$ cat src/rtl/lsd_readout_ctrl.sv
// Readout sequencer for the LSD line-segment buffer: protects the buffer, streams
// its valid words over a valid/ready interface with a last flag, then releases it.
module lsd_readout_ctrl #(
  parameter int FRAME_HEIGHT = 525,
  parameter int FRAME_WIDTH  = 800,
  parameter int RAM_SIZE     = 4096,
  parameter int TIMEOUT_CYC  = 1048576,
  localparam int V_BITW      = $clog2(FRAME_HEIGHT),
  localparam int H_BITW      = $clog2(FRAME_WIDTH),
  localparam int ADDR_BITW   = $clog2(RAM_SIZE),
  localparam int WORD_SIZE   = 2 * (H_BITW + V_BITW)
) (
  input  logic                 clock,
  input  logic                 n_rst,
  input  logic                 in_start,
  input  logic                 in_buf_ready,
  input  logic [ADDR_BITW:0]   in_buf_line_num,
  input  logic [WORD_SIZE-1:0] in_buf_data,
  output logic                 out_write_protect,
  output logic [ADDR_BITW-1:0] out_rd_addr,
  output logic                 out_valid,
  output logic [WORD_SIZE-1:0] out_data,
  output logic                 out_last,
  input  logic                 in_ready,
  output logic                 out_busy,
  output logic                 out_done,
  output logic                 out_timeout,
  output logic [ADDR_BITW:0]   out_seg_count
);

  localparam int TIMER_BITW = (TIMEOUT_CYC > 1) ? $clog2(TIMEOUT_CYC) : 1;
  localparam logic [TIMER_BITW-1:0] TIMER_LAST = TIMER_BITW'(TIMEOUT_CYC - 1);
  localparam logic [ADDR_BITW:0]    ONE_WORD   = (ADDR_BITW + 1)'(1);

  typedef enum logic [2:0] {
    IDLE,
    PROTECT,
    LOAD,
    STREAM,
    RELEASE
  } state_t;

  state_t                 r_state;
  logic [TIMER_BITW-1:0]  r_timer;
  logic [ADDR_BITW:0]     r_lineNum;
  logic [ADDR_BITW-1:0]   r_rdAddr;
  logic [ADDR_BITW:0]     r_cnt;
  logic                   r_protect;
  logic                   r_valid;
  logic [WORD_SIZE-1:0]   r_data;
  logic                   r_last;
  logic                   r_done;
  logic                   r_timeout;
  logic [ADDR_BITW:0]     r_segCount;

  state_t                 w_stateNext;
  logic [TIMER_BITW-1:0]  w_timerNext;
  logic [ADDR_BITW:0]     w_lineNumNext;
  logic [ADDR_BITW-1:0]   w_rdAddrNext;
  logic [ADDR_BITW:0]     w_cntNext;
  logic                   w_protectNext;
  logic                   w_validNext;
  logic [WORD_SIZE-1:0]   w_dataNext;
  logic                   w_lastNext;
  logic                   w_doneNext;
  logic                   w_timeoutNext;
  logic [ADDR_BITW:0]     w_segCountNext;
  logic [ADDR_BITW-1:0]   w_lastAddr;

  // Index of the final word; for a full buffer the low bits are zero and this wraps to RAM_SIZE-1.
  assign w_lastAddr = r_lineNum[ADDR_BITW-1:0] - 1'b1;

  always_ff @(posedge clock or negedge n_rst) begin
    if (!n_rst) begin
      r_state    <= IDLE;
      r_timer    <= '0;
      r_lineNum  <= '0;
      r_rdAddr   <= '0;
      r_cnt      <= '0;
      r_protect  <= 1'b0;
      r_valid    <= 1'b0;
      r_data     <= '0;
      r_last     <= 1'b0;
      r_done     <= 1'b0;
      r_timeout  <= 1'b0;
      r_segCount <= '0;
    end else begin
      r_state    <= w_stateNext;
      r_timer    <= w_timerNext;
      r_lineNum  <= w_lineNumNext;
      r_rdAddr   <= w_rdAddrNext;
      r_cnt      <= w_cntNext;
      r_protect  <= w_protectNext;
      r_valid    <= w_validNext;
      r_data     <= w_dataNext;
      r_last     <= w_lastNext;
      r_done     <= w_doneNext;
      r_timeout  <= w_timeoutNext;
      r_segCount <= w_segCountNext;
    end
  end

  always_comb begin
    w_stateNext    = r_state;
    w_timerNext    = r_timer;
    w_lineNumNext  = r_lineNum;
    w_rdAddrNext   = r_rdAddr;
    w_cntNext      = r_cnt;
    w_protectNext  = r_protect;
    w_validNext    = r_valid;
    w_dataNext     = r_data;
    w_lastNext     = r_last;
    w_doneNext     = 1'b0;
    w_timeoutNext  = 1'b0;
    w_segCountNext = r_segCount;

    case (r_state)
      IDLE: begin
        if (in_start) begin
          w_stateNext   = PROTECT;
          w_protectNext = 1'b1;
          w_timerNext   = '0;
          w_cntNext     = '0;
        end
      end
      PROTECT: begin
        if (in_buf_ready) begin
          w_lineNumNext = in_buf_line_num;
          w_rdAddrNext  = '0;
          w_cntNext     = '0;
          w_stateNext   = (in_buf_line_num == '0) ? RELEASE : LOAD;
        end else if (r_timer == TIMER_LAST) begin
          w_timeoutNext = 1'b1;
          w_stateNext   = RELEASE;
        end else begin
          w_timerNext = r_timer + 1'b1;
        end
      end
      LOAD: begin
        w_dataNext   = in_buf_data;
        w_validNext  = 1'b1;
        w_lastNext   = (r_lineNum == ONE_WORD);
        w_rdAddrNext = r_rdAddr + 1'b1;
        w_stateNext  = STREAM;
      end
      STREAM: begin
        // The buffer already presents the word at r_rdAddr, so the next word loads on the accepting edge.
        if (r_valid && in_ready) begin
          w_cntNext = r_cnt + 1'b1;
          if (r_last) begin
            w_validNext = 1'b0;
            w_lastNext  = 1'b0;
            w_stateNext = RELEASE;
          end else begin
            w_dataNext   = in_buf_data;
            w_rdAddrNext = r_rdAddr + 1'b1;
            w_lastNext   = (r_rdAddr == w_lastAddr);
          end
        end
      end
      RELEASE: begin
        // The buffer drops its grant only during blanking, so this wait is deliberately unbounded.
        w_protectNext = 1'b0;
        if (!in_buf_ready) begin
          w_segCountNext = r_cnt;
          w_doneNext     = 1'b1;
          w_stateNext    = IDLE;
        end
      end
      default: begin
        w_stateNext = IDLE;
      end
    endcase
  end

  assign out_write_protect = r_protect;
  assign out_rd_addr       = r_rdAddr;
  assign out_valid         = r_valid;
  assign out_data          = r_data;
  assign out_last          = r_last;
  assign out_busy          = (r_state != IDLE);
  assign out_done          = r_done;
  assign out_timeout       = r_timeout;
  assign out_seg_count     = r_segCount;

endmodule

$ cat config.mk
export PLATFORM = sky130hd
export DESIGN_NAME = lsd_readout_ctrl
export DESIGN_NICKNAME = d
export VERILOG_FILES = /design/src/rtl/lsd_readout_ctrl.sv
export SDC_FILE = /design/constraint.sdc
export NUM_CORES = 1
export LEC_CHECK = 0
export CORE_MARGIN = 3
export CORE_UTILIZATION = 40
export CTS_CLUSTER_DIAMETER = 150
export DETAILED_ROUTE_END_ITERATION = 8
export PLACE_DENSITY = 0.66
export SYNTH_ARGS = -nofsm -noshare
export SYNTH_HDL_FRONTEND = slang
export SYNTH_SLANG_ARGS = --single-unit
$ cat constraint.sdc
create_clock -name clock -period 3.15 [get_ports clock]
set_input_delay 0.4725 -clock clock [delete_from_list [all_inputs] [get_ports clock]]
set_output_delay 0.4725 -clock clock [all_outputs]
set_load 0.005 [all_outputs]
Word level (Yosys, flattened, before mapping)
Cells that the tools add are included.
{"block": "word_totals", "reg_bits": 119, "inputBits": 58, "out_inout_bits": 71, "elab_cells": 88}
{"block": "classes", "addsub": 4, "n_eq_ne": 16, "n_mux": 36, "bitwise": 1, "reduce_logical": 19}
{"op": "$mux 40", "n": 2}
{"op": "$pmux 40 s2", "n": 1}
{"op": "$mux 20", "n": 3}
{"op": "$pmux 20 s2", "n": 1}
{"op": "$mux 13", "n": 3}
{"op": "$pmux 13 s3", "n": 1}
{"op": "$mux 12", "n": 3}
{"op": "$pmux 12 s3", "n": 1}
{"op": "$mux 3", "n": 7}
{"op": "$add 20x1->20 const B", "n": 1}
{"op": "$eq 20x20->1 const B", "n": 1}
{"op": "$ne 2x2->1 const B", "n": 8}
{"op": "$pmux 3 s5", "n": 1}
{"op": "$add 13x1->13 const B", "n": 1}
{"op": "$eq 13x1->1 const B", "n": 1}
{"op": "$logic_not 13->1", "n": 1}
{"op": "$add 12x1->12 const B", "n": 1}
{"op": "$eq 12x12->1", "n": 1}
{"op": "$reduce_and 4->1", "n": 3}
{"op": "$sub 12x1->12 const B", "n": 1}
{"op": "$mux 1", "n": 10}
{"op": "$reduce_bool 3->1", "n": 3}
{"op": "$reduce_and 2->1", "n": 4}
{"op": "$eq 3x2->1 const B", "n": 2}
{"op": "10 further kinds", "n": 15}

Logic depth before layout (Yosys ltp)
Gate-level depths: netlist (run 1).
{"block": "logic_depth", "depth_word": 5, "mapped_depth": 8}

Worst setup path after synthesis (run 1)
No wires, ideal clock.
{"block": "synth_timing", "path_kind": "register -> register", "from": "register r_timer[0]", "to": "register r_timer[9]", "setup_time_ns": 0.078, "t_arrival_ns": 1.958, "t_required_ns": 3.072, "path_slack_ns": 1.114, "stages_incl_launch_ff": 8, "n_path_buf": 1, "path_cell_list": "dfrtp_1 ha_1 and3_1 and3_1 buf_6 a31o_1 or4_1 a21oi_1"}
{"block": "synth_via", "elab_chain_len": 4, "word_cells_on_any_way": 7, "cone_classes": "add/sub: 1; eq/ne: 2; mux: 3; reduce/logical: 1"}
{"item": "start: declaration", "line": "44", "source": "logic [TIMER_BITW-1:0] r_timer;"}
{"item": "start signal: assignment", "line": "89", "source": "r_timer <= w_timerNext;"}
{"item": "$add 20x1->20", "line": "136", "source": "w_timerNext = r_timer + 1'b1;"}
{"item": "$mux 20", "line": "132", "source": "end else if (r_timer == TIMER_LAST) begin"}
{"item": "$mux 20", "line": "127", "source": "if (in_buf_ready) begin"}
{"item": "$pmux 20 s2", "line": "117", "source": "case (r_state)"}
Several ways; a longest one is shown, not always the timed one. The select of a mux whose other input is x is not followed.
A chain may end at the register's enable or synchronous reset.

Worst setup path in the final report (run 1)
{"block": "layout_timing", "from": "register r_state[0]", "to": "register r_timer[9]"}
{"block": "layout_via", "elab_chain_len": 3, "word_cells_on_any_way": 8, "cone_classes": "eq/ne: 4; mux: 1; reduce/logical: 3"}
{"item": "start: declaration", "line": "43", "source": "state_t r_state;"}
{"item": "start signal: assignment", "line": "88", "source": "r_state <= w_stateNext;"}
{"item": "$eq 3x1->1 / $logic_not 3->1 (equally long branches)", "line": "117"}
{"item": "$ne 2x2->1 (no source line) / $reduce_bool 2->1 (equally long branches)"}
{"item": "$reduce_and 4->1 (no source line)"}
Several ways; a longest one is shown, not always the timed one.

==> key figures, run 1 <==
Synth
  • Synthesized cell area: 5833 um2
  • Post-Syn Nets: approximately 600
  • Cell variety after synth: 57
  • Predominant post-synthesis flop cell: dfrtp_1
  • Ys Warns: 0
  • EDFF count, synth: 0
  • Sequential fraction of the synthesis area: 51.05%
  • Syn Inst Count: about 530
  • Average size of a mapped cell: around 11 um2
  • Async SR Flop Fraction: 100.0%
  • Post-synthesis register bit count: between 100 and 150

Worst setup path
  • CP Capture Type: register
  • Crit Path Max Fanout: 21
  • CP arrival: between 2 and 3 ns
  • Required time of the critical path: between 3 and 4 ns
  • Crit Path Category: reg -> reg
  • Kind of start point of the critical path: register

Drt
  • DR vias/cell: 5.492
  • Per-cell routed wire length: ~17 um
  • Via Count: roughly 4700
  • Final WL: approximately 14000 um
  • Initial DRC Count: 330
  • Antenna viol nets, final: 0
  • DRC viols: 0
  • Drt pass-1 iters: 4

Power and ir drop
  • Comb pwr share: roughly 36%
  • Clk pwr share: between 20% and 30%
  • Power Density: about 840 nW/um2
  • Sw Share: roughly a third
  • Pleak: 3.215 nW
  • Worst vdd ir: a little over 0.6 mV
  • Flop pwr share: a little over a third
  • Internal power: about 0.0045 W
  • NetSw: around 0.0021 W

STA
  • Tcrit/Tclk final: 79.70%
  • Worst hold margin: 0.1616 ns
  • Rel. slew slack: ~33%
  • Final Slew Violations: 0
  • Minimum clock period: between 2 and 3 ns
  • Setup violators final: 0
  • Unrepaired setup endpoints after global routing: false
  • Clock skew: between 0.008 and 0.009 ns
  • Final hold violation count: 0
  • Fmax: 398.3 MHz
  • Setup tns final: 0 ns
  • Worst-margin pin slew: 0.9926 ns

Layout
  • P&R area growth vs syn: 35.01%
  • Finished Core Util: a little under three fifths
  • Commonest non-fill, non-tap cell in the layout: clkdlybuf4s50_1
  • Fin nets: roughly 730
  • # diodes: 0
  • Share of cells above drive strength 1: 17.04%
  • Most frequent cells in the layout: 127 x clkdlybuf4s50_1, 119 x dfrtp_1, 67 x mux2_2

Floorplan
  • Initial core utilization: slightly above 40%
  • Rows: 43
  • I/O pins: 129
  • Die Span Y: roughly 130 um
  • Die ar.: between 15000 and 20000 um2
  • Die Wd: between 100 and 150 um
  • Core footprint: 14100 um2

Placement
  • Routability cong.: roughly 0.84
  • # port buffers: 128
  • Post-DP HPWL: 10310 um

Min path
  • Worst Hold Class: in -> async

CTS
  • Post-CTS Repair Setup Buffers: 0
  • Skew-Pair Late Insertion Delay: 0.41 ns
  • CTS max path bufs: 2
  • Clk root buf: clkbuf_16
  • # H-tree levels: 4
  • CTS Buf Count: 17
  • Hold_buf cts: 0
  • CTS resizes: 0
  • Clock transition at the registers of the reported paths: around 0.05 ns
  • Clk sink count: about 120
  • TritonCTS clock tree: done

Flow run
  • Max cap viols: 0

Global routing
  • First-pass GRT wire length: 23830 um
  • Largest net degree at the start of global routing: 66
  • Antenna violations before repair: 0
  • Vias in the first global route: approximately 4800
  • Total gr overflow: 0
  • GRT Util Overall: between 15 and 20%

Outcome
  • Status: complete, no violations
[routing by layer]
layer / track usage, % / routed length (um) / vias to the layer above
met1: 23.14 / 6165 / 2334
met4: 6.688 / 258 / 0
met3: 7.116 / 896 / 21
met5: 0 / 0 / -
met2: 29.61 / 7105 / 125
li1: - / - / 2216
[per-stage QoR]
stage          cell area [um2]  cells  total power (W)  setup WS [ns]
4_1_cts                   7875    855         0.006720         0.6644
3_3_place_gp              7305    823         0.004759         0.5437
6_report                  7875    855         0.006641         0.6395
5_1_grt                   7875    855         0.007071         0.4186
2_1_floorplan             5833    532         0.003680          1.114
3_5_place_dp              7305    823         0.004844         0.4568
[cell families after synthesis]
| group | count (synthesis) | share of synthesized area (%) |
|---|---|---|
| and+or+nand+nor | 173 | 16.00 |
| DFF | 119 | 51.05 |
| AOI/OAI and AO/OA | 100 | 11.20 |
| muxes | 68 | 13.11 |
| buffers and inverters | 38 | 3.218 |
| xor gates and xnor gates | 29 | 4.354 |
| adders and majority gates | 5 | 1.073 |
[power by group through the flow]
stage / Clock, W / Combinational [W] / Sequential (W)
after global placement: 0 / 0.00237 / 0.00239
after detailed placement: 0 / 0.00242 / 0.00242
after floorplan: 0 / 0.00137 / 0.00231
final: 0.00183 / 0.00241 / 0.00240
after CTS: 0.00188 / 0.00244 / 0.00240
after global routing: 0.00195 / 0.00265 / 0.00247
[final cells by class]
cell class	instances	area (um2)
fill	1214	6221
sequential	119	2978
multi-input combinational	375	2681
timing repair buffer	138	1379
clock buffer	21	470.5
tap	180	225.2
clock inverter	11	100.1
inverter	11	41.29
[flip-flops by register name, indices dropped and copies added (netlist names)]
register / flops
out_data: 40
out_valid: 1
r_lineNum: 13
r_state: 3
out_done: 1
out_last: 1
out_seg_count: 13
r_timer: 20
out_rd_addr: 12
out_timeout: 1
r_cnt: 13
out_write_protect: 1
[critical path, stage by stage (launching register included)]
cell and delay [ns]:
dfrtp_1 0.68, nor2b_1 0.33, o21ai_0 0.24, a31o_1 0.48, or4_1 0.54, a21oi_1 0.15
[path summary, 6_finish.rpt]
kind                                end        from  slack [ns]  cells past startpoint
setup / recovery             r_timer[9]  r_state[0]        0.64                      5
hold / removal              out_data[5]       n_rst        0.16                      1
setup reg to reg             r_timer[9]  r_state[0]        0.64                      5
hold reg to reg               r_cnt[12]   r_cnt[12]        0.47                      1
max in group asynchronous  out_data[25]       n_rst        2.26                      2
min in group clock            r_cnt[12]   r_cnt[12]        0.47                      1
[Yosys cell counts (6+ instances only)]
cell	count	area share [%]
a2111oi_0	7	1.1
a211oi_1	6	0.77
a21oi_1	16	1.4
a31oi_1	8	0.86
and3_1	11	1.2
buf_2	12	1.0
clkbuf_1	8	0.51
dfrtp_1	119	51
inv_1	11	0.71
mux2_2	67	13
nand2_1	35	2.3
nand2b_1	6	0.64
nand3_1	19	1.6
nand4_1	7	0.75
nor2_1	38	2.4
nor2b_1	6	0.64
nor3_1	6	0.51
nor4_1	7	0.75
o21ai_0	34	2.9
o31ai_1	9	1.2
or3_1	8	0.86
xnor2_1	23	3.5
xor2_1	6	0.90
(Power assumes the default switching activity.)
==> run 2, diff against run 1 <==
Settings changed: PLACE_DENSITY 0.66 to 0.68.
Clock period 3.15 ns to 2.15 ns, I/O delays scaled along.
==> key figures, run 2 (synthesized netlist as in run 1, its figures left out) <==
STA
  • Final setup margin: 0.09359 ns (-0.5459 ns)
  • Worst-margin pin slew: 0.5796 ns (-0.4129 ns)
  • Final Slew Violations: 0 (unchanged)
  • Rel. slew slack: 60.36% (+27 points)
  • Final hold violation count: 0 (unchanged)
  • Unrepaired setup endpoints after global routing: false
  • Clock skew: 0.007093 ns (-0.001679 ns)
  • Setup violators final: 0 (unchanged)
  • Fmax: 486.3 MHz (+22%)
  • Tcrit/Tclk final: 95.65% (+16 points)
  • Minimum clock period: 2.056 ns (-0.4541 ns)

Placement
  • Pre-CTS WS: -0.1010 ns (-0.5577 ns)
  • Routability cong.: 0.8452 (+0.40%)
  • # port buffers: 128 (unchanged)
  • Post-DP HPWL: 10920 um (+5.9%)
  • Area post-placement: 7670 um2 (+5.0%)

Layout
  • P&R area growth vs syn: 42.36%
  • Design Area, Final: 8304 um2 (+5.4%)
  • Most frequent cells in the layout: 126 x clkdlybuf4s50_1, 117 x dfrtp_1, 67 x mux2_2
  • Max reg flops: 40 (unchanged)
  • Share of cells above drive strength 1: 23.16% (+6.1 points)
  • Fin nets: 772 (+6.5%)
  • Layout fillers: 1199 (-1.2%)
  • Commonest non-fill, non-tap cell in the layout: clkdlybuf4s50_1
  • # diodes: 0 (unchanged)

Flow run
  • Max cap viols: 0 (unchanged)

Outcome
  • Status: complete, no violations

CTS
  • TritonCTS clock tree: done
  • # H-tree levels: 4 (unchanged)
  • Clock transition at the registers of the reported paths: 0.06 ns (about the same)
  • CTS max path bufs: 2 (unchanged)
  • Clk root buf: clkbuf_16
  • Clk sink count: 119 (unchanged)
  • CTS Buf Count: 17 (unchanged)
  • Skew-Pair Late Insertion Delay: 0.41 ns (about the same)

Drt
  • DRC viols: 0 (unchanged)
  • Via Count: 4869 (+3.7%)
  • DR vias/cell: 5.404 (-1.6%)
  • Final WL: 15160 um (+5.1%)
  • Initial DRC Count: 466 (+41%)
  • Antenna viol nets, final: 0 (unchanged)
  • Drt pass-1 iters: 4 (unchanged)
  • Per-cell routed wire length: 16.83 um (-0.27%)

Floorplan
  • Die ar.: 16070 um2 (unchanged)
  • Die Span Y: 126.8 um (unchanged)
  • Die Wd: 126.8 um (unchanged)
  • Initial core utilization: 41.38% (unchanged)
  • Rows: 43 (unchanged)
  • Core footprint: 14100 um2 (unchanged)
  • I/O pins: 129 (unchanged)

Global routing
  • Vias in the first global route: 4983 (+3.2%)
  • GRT Util Overall: 19.38% (+0.78 points)
  • Total gr overflow: 0 (unchanged)
  • Largest net degree at the start of global routing: 41 (-38%)
  • First-pass GRT wire length: 25010 um (+4.9%)
  • Antenna violations before repair: 0 (unchanged)

Worst setup path
  • CP arrival: 2.39 ns (-0.45 ns)
  • Required time of the critical path: 2.48 ns (-1.00 ns)
  • Kind of start point of the critical path: register
  • Crit Path Category: reg -> reg
  • CP Capture Type: register
  • Crit Path Max Fanout: 7 (-67%)
  • R2R Setup Slk: 0.09 ns (-0.55 ns)

Power and ir drop
  • Power Density: 1239 nW/um2 (+47%)
  • Worst vdd ir: 0.8163 mV (+33%)
  • Pleak: 3.465 nW (+7.8%)

Min path
  • Worst Hold Class: in -> async
[run 2: metrics by stage]
| step | total power [W] | hold WS [ns] | TNS (ns) | cells | utilization (%) |
|---|---|---|---|---|---|
| floorplan | 0.005392 | 0.02691 | 0 | 532 | - |
| global placement | 0.007370 | 0.3511 | -0.1860 | 865 | 54.41 |
| detailed placement | 0.007519 | 0.3586 | -0.6416 | 865 | 54.41 |
| CTS | 0.01035 | 0.4505 | 0 | 899 | 58.69 |
| global route | 0.01093 | 0.5051 | 0 | 901 | 58.91 |
| finish | 0.01029 | 0.4644 | 0 | 901 | 58.91 |
[run 2: worst max-delay path: stages, from the launching register on]
cell and delay (ns):
dfrtp_1 0.39, ha_1 0.22, and3_1 0.20, and3_1 0.21, a31o_2 0.31, buf_4 0.16
or3_1 0.33, a21oi_1 0.16
[run 2: per-layer routing]
metal	share of wire [%]	GRT usage [%]
met1	44	24.74
met5	0	0
met2	49	31.76
met3	4.5	5.516
met4	2.0	6.498
[run 2: path summary, 6_finish.rpt]
check                      startpoint           to  cells after the start
setup / recovery           r_timer[0]   r_timer[7]                      7
hold / removal                  n_rst  out_data[9]                      2
setup reg to reg           r_timer[0]   r_timer[7]                      7
hold reg to reg             r_cnt[12]    r_cnt[12]                      1
max in group asynchronous       n_rst  out_data[1]                      3
min in group clock          r_cnt[12]    r_cnt[12]                      1
[run 2: timing repair]
item,4_1_cts,5_1_grt
setup endpoints to repair,1,5
gates resized for setup,3,6
buffers inserted,2,2
hold buffers,1,0
hold endpoints to repair,36,0
[run 2: cell type report]
| cell class | count | area, um2 | share of cell area (%) |
|---|---|---|---|
| clock inverter | 12 | 128.9 | 1.552 |
| clock buffer | 19 | 442.9 | 5.334 |
| multi-input combinational | 375 | 2695 | 32.45 |
| inverter | 11 | 41.29 | 0.4972 |
| timing repair buffer | 185 | 1790 | 21.56 |
| sequential | 119 | 2980 | 35.89 |
| tap | 180 | 225.2 | 2.712 |
[run 2: power by group]
part           internal [W]  switching (W)
registers           0.00291       0.000489
clock network       0.00172       0.000994
logic               0.00244        0.00174
total               0.00707        0.00322
==> run 3, diff against run 2 <==
Settings changed: ABC_AREA set to 1, TNS_END_PERCENT set to 20.
==> key figures, run 3 <==
Worst setup path
  • Worst r2r src: r_lineNum[0]
  • R2R Setup Slk: 0.31 ns (+0.22 ns)
  • Kind of start point of the critical path: register
  • CP Capture Type: primary output
  • CP arrival: 1.64 ns (-0.75 ns)
  • Crit Path Category: reg -> out
  • Required time of the critical path: 1.83 ns (-0.65 ns)
  • Crit Path Max Fanout: 6 (-1)
  • R2R Path End: out_last
  • R2r worst-path depth: 10 (+3)

CTS
  • # H-tree levels: 4 (unchanged)
  • Skew-Pair Late Insertion Delay: 0.42 ns (about the same)
  • CTS Buf Count: 17 (unchanged)
  • CTS max path bufs: 2 (unchanged)
  • Clk root buf: clkbuf_16
  • Clk sink count: 119 (unchanged)
  • TritonCTS clock tree: done
  • Clock transition at the registers of the reported paths: 0.06 ns (about the same)
  • Post-CTS Repair Setup Buffers: 0 (-2)

Synth
  • Synth top cells by count: 163 x nand2_1, 119 x dfrtp_1, 66 x inv_1, 66 x nor2_1, 46 x o21ai_0
  • Predominant post-synthesis flop cell: dfrtp_1
  • Ys Warns: 0 (unchanged)
  • Most common cell in the netlist: nand2_1
  • Top cells by area, synth: dfrtp_1 49%, nand2_1 10%, mux2_2 6.7%
  • Async SR Flop Fraction: 100.0% (unchanged)
  • Syn Inst Count: 692 (+30%)
  • Top cell type's share of synthesized area: 49.02% (-2.0 points)
  • EDFF count, synth: 0 (unchanged)
  • Synthesized cell area: 6075 um2 (+4.1%)
  • Post-synthesis register bit count: 119 (unchanged)
  • Average size of a mapped cell: 8.778 um2 (-20%)
  • Area leader, netlist: dfrtp_1
  • Cell variety after synth: 41 (-28%)
  • Sequential fraction of the synthesis area: 49.02% (-2.0 points)
  • Post-Syn Nets: 755 (+27%)

Drt
  • Initial DRC Count: 266 (-43%)
  • Via Count: 5047 (+3.7%)
  • Per-cell routed wire length: 14.01 um (-17%)
  • Antenna viol nets, final: 0 (unchanged)
  • DRC viols: 0 (unchanged)
  • Drt pass-1 iters: 5 (+1)
  • Final WL: 14530 um (-4.1%)
  • DR vias/cell: 4.867 (-9.9%)

Power and ir drop
  • Pleak: 3.623 nW (+4.6%)
  • Power Density: 1323 nW/um2 (+6.8%)
  • Sw Share: 34.72% (+3.4 points)
  • NetSw: 0.003800 W (+18%)
  • Clk pwr share: 26.1% (-0.3 points)
  • Internal power: 0.007145 W (+1.1%)
  • Comb pwr share: 41.8% (+1.2 points)
  • Flop pwr share: 32.1% (-0.9 points)
  • Worst vdd ir: 0.7698 mV (-5.7%)

Flow run
  • Max cap viols: 0 (unchanged)

Floorplan
  • Rows: 44 (+2.3%)
  • Die Wd: 129.2 um (+2.0%)
  • Die Span Y: 129.2 um (+2.0%)
  • Die ar.: 16700 um2 (+3.9%)
  • Core footprint: 14700 um2 (+4.3%)
  • I/O pins: 129 (unchanged)
  • Initial core utilization: 41.33% (-0.055 points)

STA
  • Tcrit/Tclk final: 91.13% (-4.5 points)
  • Setup violators final: 0 (unchanged)
  • Setup tns final: 0 ns (unchanged)
  • Rel. slew slack: 59.17% (-1.2 points)
  • Worst-margin pin slew: 0.6117 ns (+0.03208 ns)
  • Final hold violation count: 0 (unchanged)
  • Unrepaired setup endpoints after global routing: false
  • Final Slew Violations: 0 (unchanged)
  • Clock skew: 0.006601 ns (-0.0004927 ns)
  • Fmax: 510.4 MHz (+5.0%)
  • Minimum clock period: 1.959 ns (-0.09705 ns)
  • Worst hold margin: 0.4075 ns (-0.05687 ns)

Global routing
  • GRT Util Overall: 18.28% (-1.1 points)
  • Antenna violations before repair: 0 (unchanged)
  • Vias in the first global route: 4976 (-0.14%)
  • Total gr overflow: 0 (unchanged)
  • First-pass GRT wire length: 24180 um (-3.3%)
  • Largest net degree at the start of global routing: 47 (+15%)

Layout
  • Fin nets: 903 (+17%)
  • P&R area growth vs syn: 36.21%
  • Share of cells above drive strength 1: 13.60% (-9.6 points)
  • Footprint of the multi-input gates: 2769 um2 (+2.7%)
  • Commonest non-fill, non-tap cell in the layout: nand2_1
  • Max reg flops: 40 (unchanged)
  • Sequential standard cell area: 2978 um2 (about the same)
  • Most frequent cells in the layout: 162 x nand2_1, 127 x clkdlybuf4s50_1, 119 x dfrtp_1
  • Layout fillers: 1330 (+11%)
  • # diodes: 0 (unchanged)

Outcome
  • Status: complete, no violations

Placement
  • Routability cong.: 0.8530 (+0.92%)
  • Post-DP HPWL: 10980 um (+0.56%)
  • # port buffers: 128 (unchanged)

Min path
  • Worst Hold Class: in -> async
run 3: critical path, cell delays in order (launching register included):
cell,delay (ns)
dfrtp_1,0.43
nor2_1,0.19
nand2_1,0.09
clkdlybuf4s50_1,0.51
run 3: cells by family after synthesis:
kind of cell	Yosys count	synth area share [%]
AO/OA/AOI/OAI	78	7.374
XOR/XNOR	33	4.758
adder cells (fa/ha/maj)	5	1.030
buffers and inverters	83	5.438
flip-flops	119	49.02
multiplexers	40	7.415
AND/OR/NAND/NOR	334	24.96
run 3: power groups by stage:
stage	clock, W	sequential, W	combinational, W
after floorplan	0	0.00352	0.00256
after global routing	0.00301	0.00362	0.00509
final	0.00286	0.00351	0.00458
after CTS	0.00292	0.00352	0.00465
after global placement	0	0.00353	0.00457
after detailed placement	0	0.00355	0.00461
run 3: worst max path at each step:
stage	from	end	slack, ns
after floorplan	r_timer[0]	r_timer[13]	0.45
after global placement	in_buf_ready	r_cnt[11]	0.15
after detailed placement	in_buf_ready	r_cnt[11]	0.1
after CTS	r_state[2]	out_busy	0.18
after global routing	r_state[2]	out_busy	0.12
final	r_state[2]	out_busy	0.19
run 3: what timing repair did:
| action | in CTS | in global routing |
|---|---|---|
| hold buffers | 1 | 0 |
| hold endpoints to repair | 37 | 0 |
| resized for setup | 0 | 0 |
run 3: through the flow:
step	cells	setup WS (ns)	total power [W]	instance area [um2]	utilization [%]
after floorplan	692	0.4517	0.006083	6075	-
after global placement	1004	0.1510	0.008098	7666	52.15
after detailed placement	1004	0.09567	0.008160	7666	52.15
after CTS	1037	0.1815	0.01108	8274	56.29
after global routing	1037	0.1241	0.01171	8274	56.29
final	1037	0.1906	0.01094	8274	56.29
run 3: final cells by class:
class	count	area share (%)
Multi-Input combinational cell	490	33.46
Tap cell	184	2.782
Clock inverter	13	1.754
Sequential cell	119	35.99
Timing Repair Buffer	142	17.36
Inverter	70	3.176
Clock buffer	19	5.474
run 3: metal layers:
layer / up-vias / part of all wire, % / track usage (%)
met5: - / 0 / 0
met4: 0 / 1.1 / 6.794
met3: 12 / 5.7 / 5.606
met2: 117 / 47 / 29.18
met1: 2352 / 46 / 23.52
li1: 2566 / - / -
